## src/rtl/i2s_pkg.sv

```systemverilog
// Shared constants and FSM state type for the I2S receiver.
// Imported by i2s_rx and sync_edge.
package i2s_pkg;

    localparam int DATA_W_DEF = 16;

    typedef enum logic [1:0] {
        IDLE,
        SKIP,
        SHIFT,
        HOLD
    } state_t;

endpackage

```

## src/rtl/sync_edge.sv

```systemverilog
// Multi-flop input synchronizer with rising-edge detect on the synced value.
// Used for bclk, and at equal depth for l_r_clk and sdata to keep them aligned.
module sync_edge
    import i2s_pkg::*;
#(
    parameter int STAGES = 2
) (
    input  logic clk,
    input  logic reset,
    input  logic din,
    output logic sync,
    output logic rise
);

    logic [STAGES-1:0] ff;
    logic              prev;

    always_ff @(posedge clk or negedge reset) begin
        if (!reset) begin
            ff   <= '0;
            prev <= 1'b0;
        end else begin
            ff   <= {ff[STAGES-2:0], din};
            prev <= ff[STAGES-1];
        end
    end

    assign sync = ff[STAGES-1];
    assign rise = sync & ~prev;

endmodule

```

## src/rtl/i2s_rx.sv

```systemverilog
// I2S receiver: captures DATA_W MSBs of each slot, one-bit-delayed framing.
// Define I2S_RX_ERR_EN to add the frame_err short-word pulse output.
module i2s_rx
    import i2s_pkg::*;
#(
    parameter int DATA_W      = DATA_W_DEF,
    parameter int SYNC_STAGES = 2
) (
    input  logic                     clk,
    input  logic                     reset,
    input  logic                     bclk,
    input  logic                     l_r_clk,
    input  logic                     sdata,
    output logic signed [DATA_W-1:0] sample_out,
    output logic                     sample_ch,
    output logic                     sample_valid
`ifdef I2S_RX_ERR_EN
    ,
    output logic                     frame_err
`endif
);

    localparam int CW = $clog2(DATA_W + 1);
    localparam logic [CW-1:0] LAST = CW'(DATA_W - 1);

    logic b_rise;
    logic lr_s;
    logic sd_s;
    logic unused_b_sync;
    logic unused_lr_rise;
    logic unused_sd_rise;

    sync_edge #(.STAGES(SYNC_STAGES)) u_bclk (
        .clk   (clk),
        .reset (reset),
        .din   (bclk),
        .sync  (unused_b_sync),
        .rise  (b_rise)
    );

    sync_edge #(.STAGES(SYNC_STAGES)) u_lr (
        .clk   (clk),
        .reset (reset),
        .din   (l_r_clk),
        .sync  (lr_s),
        .rise  (unused_lr_rise)
    );

    sync_edge #(.STAGES(SYNC_STAGES)) u_sd (
        .clk   (clk),
        .reset (reset),
        .din   (sdata),
        .sync  (sd_s),
        .rise  (unused_sd_rise)
    );

    state_t            state, state_n;
    logic [CW-1:0]     cnt, cnt_n;
    logic [DATA_W-1:0] shreg, shreg_n;
    logic              word_ch, ch_n;
    logic              last_lr, last_n;
    logic              done, done_n;
    logic              short_word;
    logic              lr_chg;

    assign lr_chg = lr_s ^ last_lr;

    always_ff @(posedge clk or negedge reset) begin
        if (!reset) begin
            state   <= IDLE;
            cnt     <= '0;
            shreg   <= '0;
            word_ch <= 1'b0;
            last_lr <= 1'b0;
            done    <= 1'b0;
        end else begin
            state   <= state_n;
            cnt     <= cnt_n;
            shreg   <= shreg_n;
            word_ch <= ch_n;
            last_lr <= last_n;
            done    <= done_n;
        end
    end

    // Every decision is gated by a synced bclk rise; raw pins never steer the FSM.
    always_comb begin
        state_n    = state;
        cnt_n      = cnt;
        shreg_n    = shreg;
        ch_n       = word_ch;
        last_n     = last_lr;
        done_n     = 1'b0;
        short_word = 1'b0;
        if (b_rise) begin
            last_n = lr_s;
            unique case (state)
                IDLE: begin
                    if (lr_chg) state_n = SKIP;
                end
                SKIP: begin
                    if (!lr_chg) begin
                        shreg_n = {shreg[DATA_W-2:0], sd_s};
                        cnt_n   = CW'(1);
                        ch_n    = lr_s;
                        state_n = SHIFT;
                    end
                end
                SHIFT: begin
                    if (lr_chg) begin
                        short_word = 1'b1;
                        cnt_n      = '0;
                        state_n    = SKIP;
                    end else begin
                        shreg_n = {shreg[DATA_W-2:0], sd_s};
                        cnt_n   = cnt + CW'(1);
                        if (cnt == LAST) begin
                            done_n  = 1'b1;
                            state_n = HOLD;
                        end
                    end
                end
                HOLD: begin
                    if (lr_chg) begin
                        cnt_n   = '0;
                        state_n = SKIP;
                    end
                end
            endcase
        end
    end

    always_ff @(posedge clk or negedge reset) begin
        if (!reset) begin
            sample_out   <= '0;
            sample_ch    <= 1'b0;
            sample_valid <= 1'b0;
        end else begin
            sample_valid <= done;
            if (done) begin
                sample_out <= shreg;
                sample_ch  <= word_ch;
            end
        end
    end

`ifdef I2S_RX_ERR_EN
    always_ff @(posedge clk or negedge reset) begin
        if (!reset) frame_err <= 1'b0;
        else        frame_err <= short_word;
    end
`else
    logic unused_short;
    assign unused_short = short_word;
`endif

endmodule

```

## config.mk

```make
export PLATFORM = sky130hd
export DESIGN_NAME = i2s_rx
export DESIGN_NICKNAME = d
export VERILOG_FILES = /design/src/rtl/i2s_pkg.sv /design/src/rtl/sync_edge.sv /design/src/rtl/i2s_rx.sv
export SDC_FILE = /design/constraint.sdc
export NUM_CORES = 1
export LEC_CHECK = 0
export CAP_MARGIN = 15
export CORE_ASPECT_RATIO = 1.2
export CORE_MARGIN = 8
export CORE_UTILIZATION = 45
export DETAILED_ROUTE_END_ITERATION = 8
export PLACE_DENSITY = 0.76
export SETUP_SLACK_MARGIN = 0.15
export SKIP_CTS_REPAIR_TIMING = 1
export SYNTH_ARGS = -nofsm -noshare
export SYNTH_HDL_FRONTEND = slang
export SYNTH_SLANG_ARGS = --single-unit
```

## constraint.sdc

```tcl
create_clock -name clk -period 4.4 [get_ports clk]
set_input_delay 0.44 -clock clk [delete_from_list [all_inputs] [get_ports clk]]
set_output_delay 0.44 -clock clk [all_outputs]
set_load 0.02 [all_outputs]
```

==> results of run 1 <==
## worst max-delay path, delay by kind of cell, from the launching register on
| family | cells | cell delay [ns] |
|---|---|---|
| and+or+nand+nor | 1 | 0.77 |
| DFF | 1 | 0.43 |
| muxes | 1 | 0.42 |
| adders and majority gates | 1 | 0.30 |
| buffers and inverters | 2 | 0.18 |
## worst max-delay path by stage
stage / to / slack, ns / cells after the start
2_1_floorplan: shreg[10] / 2.63 / 6
3_3_place_gp: shreg[15] / 2.33 / 5
3_5_place_dp: shreg[1] / 2.21 / 5
4_1_cts: shreg[1] / 2.16 / 5
5_1_grt: shreg[4] / 2.04 / 5
6_report: shreg[4] / 2.19 / 5
## stage by stage
step                instance area, um2  total power [mW]  instances
floorplan                         2090             0.720        140
global placement                  2350             0.752        217
detailed placement                2350             0.781        217
CTS                               2470              1.11        225
global route                      2490              1.16        226
finish                            2490              1.11        226
## kinds of logic after synthesis
group	share of synthesized area
DFF	0.611
adders and majority gates	0.0359
AOI/OAI and AO/OA	0.0623
muxes	0.204
xor gates and xnor gates	0.0120
and+or+nand+nor	0.0503
buffers and inverters	0.0245
## power breakdown
part           switching [mW]  leakage, nW  internal, mW  total (mW)
logic                   0.116        0.419        0.0963       0.213
registers              0.0451        0.683         0.517       0.562
clock network           0.147       0.0612         0.184       0.331
## Yosys cell counts, drive strengths merged (2+ instances only)
master	number
a21oi	6
a32o	2
buf	3
dfrtp	51
ha	6
inv	6
mux2	34
nand2	6
nor2	2
nor3	2
o21ai	3
o2bb2ai	2
o31ai	2
## registers in the layout, indices dropped and copies added (netlist names)
name,cells
cnt,5
done,1
last_lr,1
sample_ch,1
sample_out,16
sample_valid,1
shreg,16
state,2
u_bclk.ff,2
u_bclk.prev,1
u_lr.ff,2
u_sd.ff,2
word_ch,1
## placed cells by master, fill, tap and decap left out, drive strengths merged, types with 2 or more instances in the layout
cell type,instances
o21ai,3
dfrtp,51
buf,2
a21oi,6
nand2,6
nor3,2
o31ai,2
ha,6
mux2,34
clkdlybuf4s50,21
o2bb2ai,2
a32o,2
nor2,2
clkbuf,6
inv,6
## metal layers
| layer | vias to the layer above | global-route usage | wire length (um) |
|---|---|---|---|
| li1 | 545 | - | - |
| met1 | 589 | 0.119 | 1430 |
| met2 | 27 | 0.181 | 1830 |
| met3 | 11 | 0.0378 | 178 |
| met4 | 0 | 0.0557 | 91 |
| met5 | - | 0 | 0 |
## area by class of cell
cell class / instances / share of cell area
Clock inverter: 2 / 0.0141
Multi-Input combinational cell: 80 / 0.306
Sequential cell: 51 / 0.513
Inverter: 6 / 0.00906
Tap cell: 58 / 0.0292
Timing Repair Buffer: 23 / 0.0946
Clock buffer: 6 / 0.0332
==> results.txt, run 1 <==
The run finished with clean final reports. The static power due to leakage is 1.16 nW. The fraction of layout cells with a size suffix above 1 is 0.280. OpenSTA, run right after detailed placement, puts the worst setup slack at 2.21 ns. The routed layout has 1,172 vias.

Across all setup checks in the final design, the least slack found is 2.19 ns. The type of element capturing the critical path is a register. The register area came out at 1280 um2. Clock skew on the completed layout was measured at 0.00843 ns. TritonCTS built the clock tree. The final net count came out at 178.

In the synthesized netlist the dominant register cell turns out to be sky130_fd_sc_hd__dfrtp_1. Clock tree synthesis selected as its root buffer the cell sky130_fd_sc_hd__clkbuf_8. The die extent in y came out at 90.6 um. Summed over all layers, the global routing overflow is 0. The share of the core filled with cells in the final layout came out at 0.549. Yosys attributes the largest share of cell area to sky130_fd_sc_hd__dfrtp_1, sky130_fd_sc_hd__mux2_2, sky130_fd_sc_hd__mux2_4. In the global route stage, overall resource usage came out at 0.109. The total iterations of the first detailed-routing run came out at 4. The initial antenna violation count is 0. The worst endpoint required time is 4.60 ns.

The worst register-to-register path begins at state[0]. The clock sink count is 51. The worst-skew pair later-pin latency came out at 0.30 ns. The classification of the worst setup path is reg2reg. The count of flip-flops with a built-in enable after synthesis came out at 0.

The total area inside the core boundary comes to 4530 um2. In the final layout, the multi-input gates occupy 762 um2. The flop and latch count out of synthesis is 51. The number of nets in the synthesized netlist is 151. The floorplan step defined a die boundary enclosing 7090 um2. In this run the number of H-tree levels came out at 2. The delay of the slowest cell on the worst path came out at 0.77 ns. The maximum buffer depth of the clock tree came out at 2. The most common cell type on the critical path is sky130_fd_sc_hd__inv_1. The final number of hold-violating endpoints was 0. Along the worst path, the maximum fanout reaches 17. Final hold analysis gives a worst-case slack of 0.0819 ns.

The shortest period the worst path allows came out at 2.21 ns. The number of max-capacitance violations reported came out at 0. The netlist area before placement came out at 2090 um2.

The tightest min-delay check is of the in2async type. The count of buffers from port buffering came out at 22. In this run, the number of DRC markers left after iteration 0 of detailed routing was 40. Setup repair after global routing left no endpoint under its margin. For this run, design rule violations remaining after detail routing come to 0. Of the synthesized area, sequential elements account for 0.611. The share of Yosys cell area claimed by the top area cell type is 0.611. The largest individual stage delay along the critical path comes from the cell sky130_fd_sc_hd__nor3_4. The first global-routing pass estimated 6240 um of wire. The launch point of the critical path is state[0]. The endpoint identified for the worst register-to-register timing path is shreg[4]. Setup violations remaining at the end of the flow were counted as 0. The weighted congestion at the end of routability-driven global placement is 0.799. The number of antenna diodes is 0. In this run the tightest slew margin relative to its limit is 0.393. The via count of the first global-routing pass is 1,310.

After synthesis, the share of flip-flops with an asynchronous set or reset is 1.00. The count of nets left with antenna violations once routing finished came out at 0. The total count of max-transition violations in the final report is 0.

The number of cell rows is 27. The final wirelength is 3530 um. The total clock buffers created by CTS is 5. The I/O pin count came out at 23.

The starting density of the core came out at 0.462. The yosys synthesis warning count is 0. The gate count after technology mapping is 140.

The ratio of final minimum period to clock period came out at 0.503. The critical path goes through inv_1 -> ha_1 -> inv_1 -> nor3_4 -> mux2_2. The fmax is 452 MHz. The power density of the placed cells is 445 nW/um2.

The maximum number of pins on one net before global-route repair came out at 52. The average wire per cell in the routed design is 15.6 um. The post-detailed-route via-to-cell ratio is 5.19. The worst setup slack for register-to-register paths is 2.19 ns. A synthesized cell averages 14.9 um2. The cell depth of the worst flop-to-flop path came out at 5. The number of fill cells in the layout came out at 389. Summed over all instances, the cell type with the most area after synthesis is sky130_fd_sc_hd__dfrtp_1.

The synthesis-to-finish area growth came out at 19.0%. The worst vdd rail ir drop is 0.000231 V. For the final routed database, the setup TNS stands at 0 ns. The number of unique standard cell types used by synthesis came out at 32. The post-CTS clock slew at the launch and capture registers of the worst setup and hold paths came out at 0.09 ns. After legalization and detailed placement, the total HPWL measured 2550 um.

The data arrival at the endpoint of the critical path is 2.41 ns. The transition at the pin with the smallest max-transition slack is 0.908 ns. The worst setup path is launched from a register. The die outline width came out at 78.2 um.
(Power assumes the default switching activity.)
==> run 2, diff against run 1 <==
clock period = 2.14 ns   (was 4.4 ns; I/O delays follow)
==> run 2 against run 1 <==
Clock-buffer cell count unchanged. Sequential share of layout area down 0.31 points. Core utilization up 0.33 points. Clock skew up 0.0030 ns. Non-clock buffer count up 4. Wire length up 3.3%. Combinational power up 120%. Die area unchanged. Via count up 3.8%. Final cell count up 1.3%. Design area up 0.60%. Critical path type unchanged. Largest cell class unchanged. Highest routed layer unchanged.
==> results.txt, run 2 (same netlist as run 1, synthesis figures left out) <==
The number of remaining DRC errors came out at 0 (unchanged). STA classifies the critical path endpoint as a register. The final number of hold-violating endpoints is 0 (unchanged). The worst-skew pair later-pin latency came to 0.30 ns (about the same). In this run the clock root is driven by a sky130_fd_sc_hd__clkbuf_8.

The estimated wirelength of the detail-placed design is 2680 um (+5.0%). The transition at the pin with the smallest max-transition slack was 0.676 ns (-0.232 ns). The number of fill cells in the layout came to 385 (-1.0%). The average wire per cell in the routed design came out at 15.9 um (+1.9%). The power density of the placed cells came out at 903 nW/um2 (+100%).

STA classifies the critical path startpoint as a register. The shortest period the worst path allows is 1.87 ns (-0.343 ns). The synthesis-to-finish area growth is 19.7%. The worst endpoint required time is 2.32 ns (-2.28 ns). The met3 demand-to-capacity share in global routing came out at 0.0388 (+0.000996). The final total negative setup slack came out at 0 ns (unchanged). The maximum number of pins on one net before global-route repair came to 30 (-42%). The worst vdd rail ir drop is 0.000606 V (+160%). The met2 capacity usage during global routing is 0.175 (-0.00554). The standard cell area after detailed placement is 2380 um2 (+1.3%). Walking the worst path, the cells encountered are inv_1 -> ha_1 -> inv_1 -> nor3_4 -> buf_6 -> mux2_2. The final wirelength is 3640 um (+3.3%).

The global-route wire length before repair is 6020 um (-3.5%). The ratio of final minimum period to clock period is 0.874 (+0.371). The worst setup slack for register-to-register paths is 0.27 ns (-1.92 ns). The die outline width is 78.2 um (unchanged). The final setup violation count is 0 (unchanged). The maximum buffer depth of the clock tree came to 2 (unchanged). The total iterations of the first detailed-routing run is 4 (unchanged). The switching part of the total power is 0.284 (+0.00476). The static power due to leakage came to 1.17 nW (+0.66%). The library cell used most frequently in the layout, excluding fill and tap cells, is sky130_fd_sc_hd__dfrtp_1. The switching component of the power came out at 641 uW (+110%). The number of cell rows is 27 (unchanged). The fraction of power consumed by combinational cells is 0.209 (+0.017). The maximum fanout along the worst path came to 17 (unchanged). The final clock skew came out at 0.0114 ns (+0.00297 ns). The placeable core area is 4530 um2 (unchanged).

The global routing met1 resource utilization came out at 0.116 (-0.00322). The number of nets still failing antenna checks after routing came to 0 (unchanged). The clock sink count came out at 51 (unchanged).

The overall fraction of global-route tracks in use is 0.107 (-0.00231). The I/O pin count came out at 23 (unchanged). The weighted congestion at the end of routability-driven global placement came out at 0.730 (-8.7%). The count of buffers from port buffering came out at 22 (unchanged). The number of antenna diodes was 0 (unchanged). The via count came to 1,217 (+3.8%). The via count of the first global-routing pass is 1,288 (-1.7%). The starting density of the core is 0.462 (unchanged). The TritonCTS clock tree is built.

The delay of the slowest cell on the worst path came out at 0.43 ns (-0.34 ns). The cell area after layout is 2500 um2 (+0.60%). The fraction of layout cells with a size suffix above 1 came out at 0.287 (+0.00679). The layer with the highest usage after global routing is met2.

In the final layout, the registers with the most flip-flops are sample_out x16, shreg x16, cnt x5. The post-detailed-route via-to-cell ratio was 5.31 (+2.5%). The number of max-capacitance violations reported is 0 (unchanged). The remaining max-slew budget at the tightest pin is 0.549 (+0.157). The number of H-tree levels is 2 (unchanged). The final global-route overflow total came out at 0 (unchanged). Leaving out fill and tap cells, the most frequent cells in the layout are sky130_fd_sc_hd__dfrtp_1, sky130_fd_sc_hd__mux2_2, sky130_fd_sc_hd__clkdlybuf4s50_1. The internal power summed over all cells is 1.62 mW (+100%).

The run finished with clean final reports. The overall die area was 7090 um2 (unchanged). The post-CTS clock slew at the launch and capture registers of the worst setup and hold paths is 0.09 ns (about the same). Among all stages on the critical path, the largest delay is contributed by sky130_fd_sc_hd__dfrtp_1. The total count of max-transition violations in the final report is 0 (unchanged). The setup path with the least slack is of type reg2reg. The total clock buffers created by CTS came out at 5 (unchanged).

The sequential group share of total power came to 0.512 (+0.004). The power share of the clock group came to 0.279 (-0.021). By instance count, the cell type seen most on the critical path is sky130_fd_sc_hd__inv_1. The type of the tightest min-delay check is in2reg. The iteration-0 DRC count of the detailed router came to 46 (+15%). Setup repair after global routing left no endpoint under its margin.

The data arrival at the endpoint of the critical path came out at 2.05 ns (-0.36 ns). The fmax came to 534 MHz (+18%). The initial antenna violation count is 0 (unchanged). The final net count is 182 (+2.2%). The die extent in y is 90.6 um (unchanged).
[run 2: cell count changes in the layout (fill, tap and decap cells not counted), sizes merged]
| cell | before | now |
|---|---|---|
| dlygate4sd3 | 0 | 1 |
| clkinv | 1 | 0 |
| buf | 2 | 5 |
[run 2: path summary, 6_finish.rpt]
| kind | startpoint | end | cells after the start |
|---|---|---|---|
| max | state[0] | shreg[1] | 6 |
| min | sdata | u_sd.ff[0] | 1 |
| max reg2reg | state[0] | shreg[1] | 6 |
| min reg2reg | u_bclk.ff[0] | u_bclk.ff[1] | 0 |
| max in group asynchronous | reset | shreg[11] | 3 |
| min in group asynchronous | reset | state[0] | 2 |
[run 2: critical path, delay by kind of cell (launching register included)]
kind / cells / cell delay (ns)
adders and majority gates: 1 / 0.32
buffers and inverters: 3 / 0.43
DFF: 1 / 0.43
muxes: 1 / 0.36
and+or+nand+nor: 1 / 0.20
[run 2: layout make-up]
cell class	instances	area (um2)	area share
clock buffer	6	72.6	0.0290
clock inverter	1	30.0	0.0120
inverter	6	22.5	0.00900
multi-input combinational	80	768	0.307
sequential	51	1280	0.510
tap	58	72.6	0.0290
timing repair buffer	27	259	0.104
[run 2: stage by stage]
stage                      util  setup WS [ns]  power, mW  instances  hold WS (ns)
after global placement    0.525          0.413       1.56        221         0.252
after floorplan               -          0.373       1.48        140       -0.0816
after CTS                 0.548          0.225       2.26        228       -0.0608
after global routing      0.553          0.196       2.36        229         0.340
after detailed placement  0.525          0.271       1.62        221         0.266
final                     0.553          0.269       2.26        229         0.353
[run 2: per-layer routing]
layer  routed length (um)  up-vias
met1                 1410      609
met2                 1850       40
met5                    0        -
met3                  255       14
li1                     -      554
met4                  119        0
[run 2: power by group through the flow]
stage	Combinational [mW]	Clock, mW	Sequential, mW
final	0.472	0.629	1.16
after detailed placement	0.449	0	1.17
after floorplan	0.338	0	1.14
after CTS	0.457	0.645	1.15
after global routing	0.515	0.679	1.17
after global placement	0.397	0	1.16
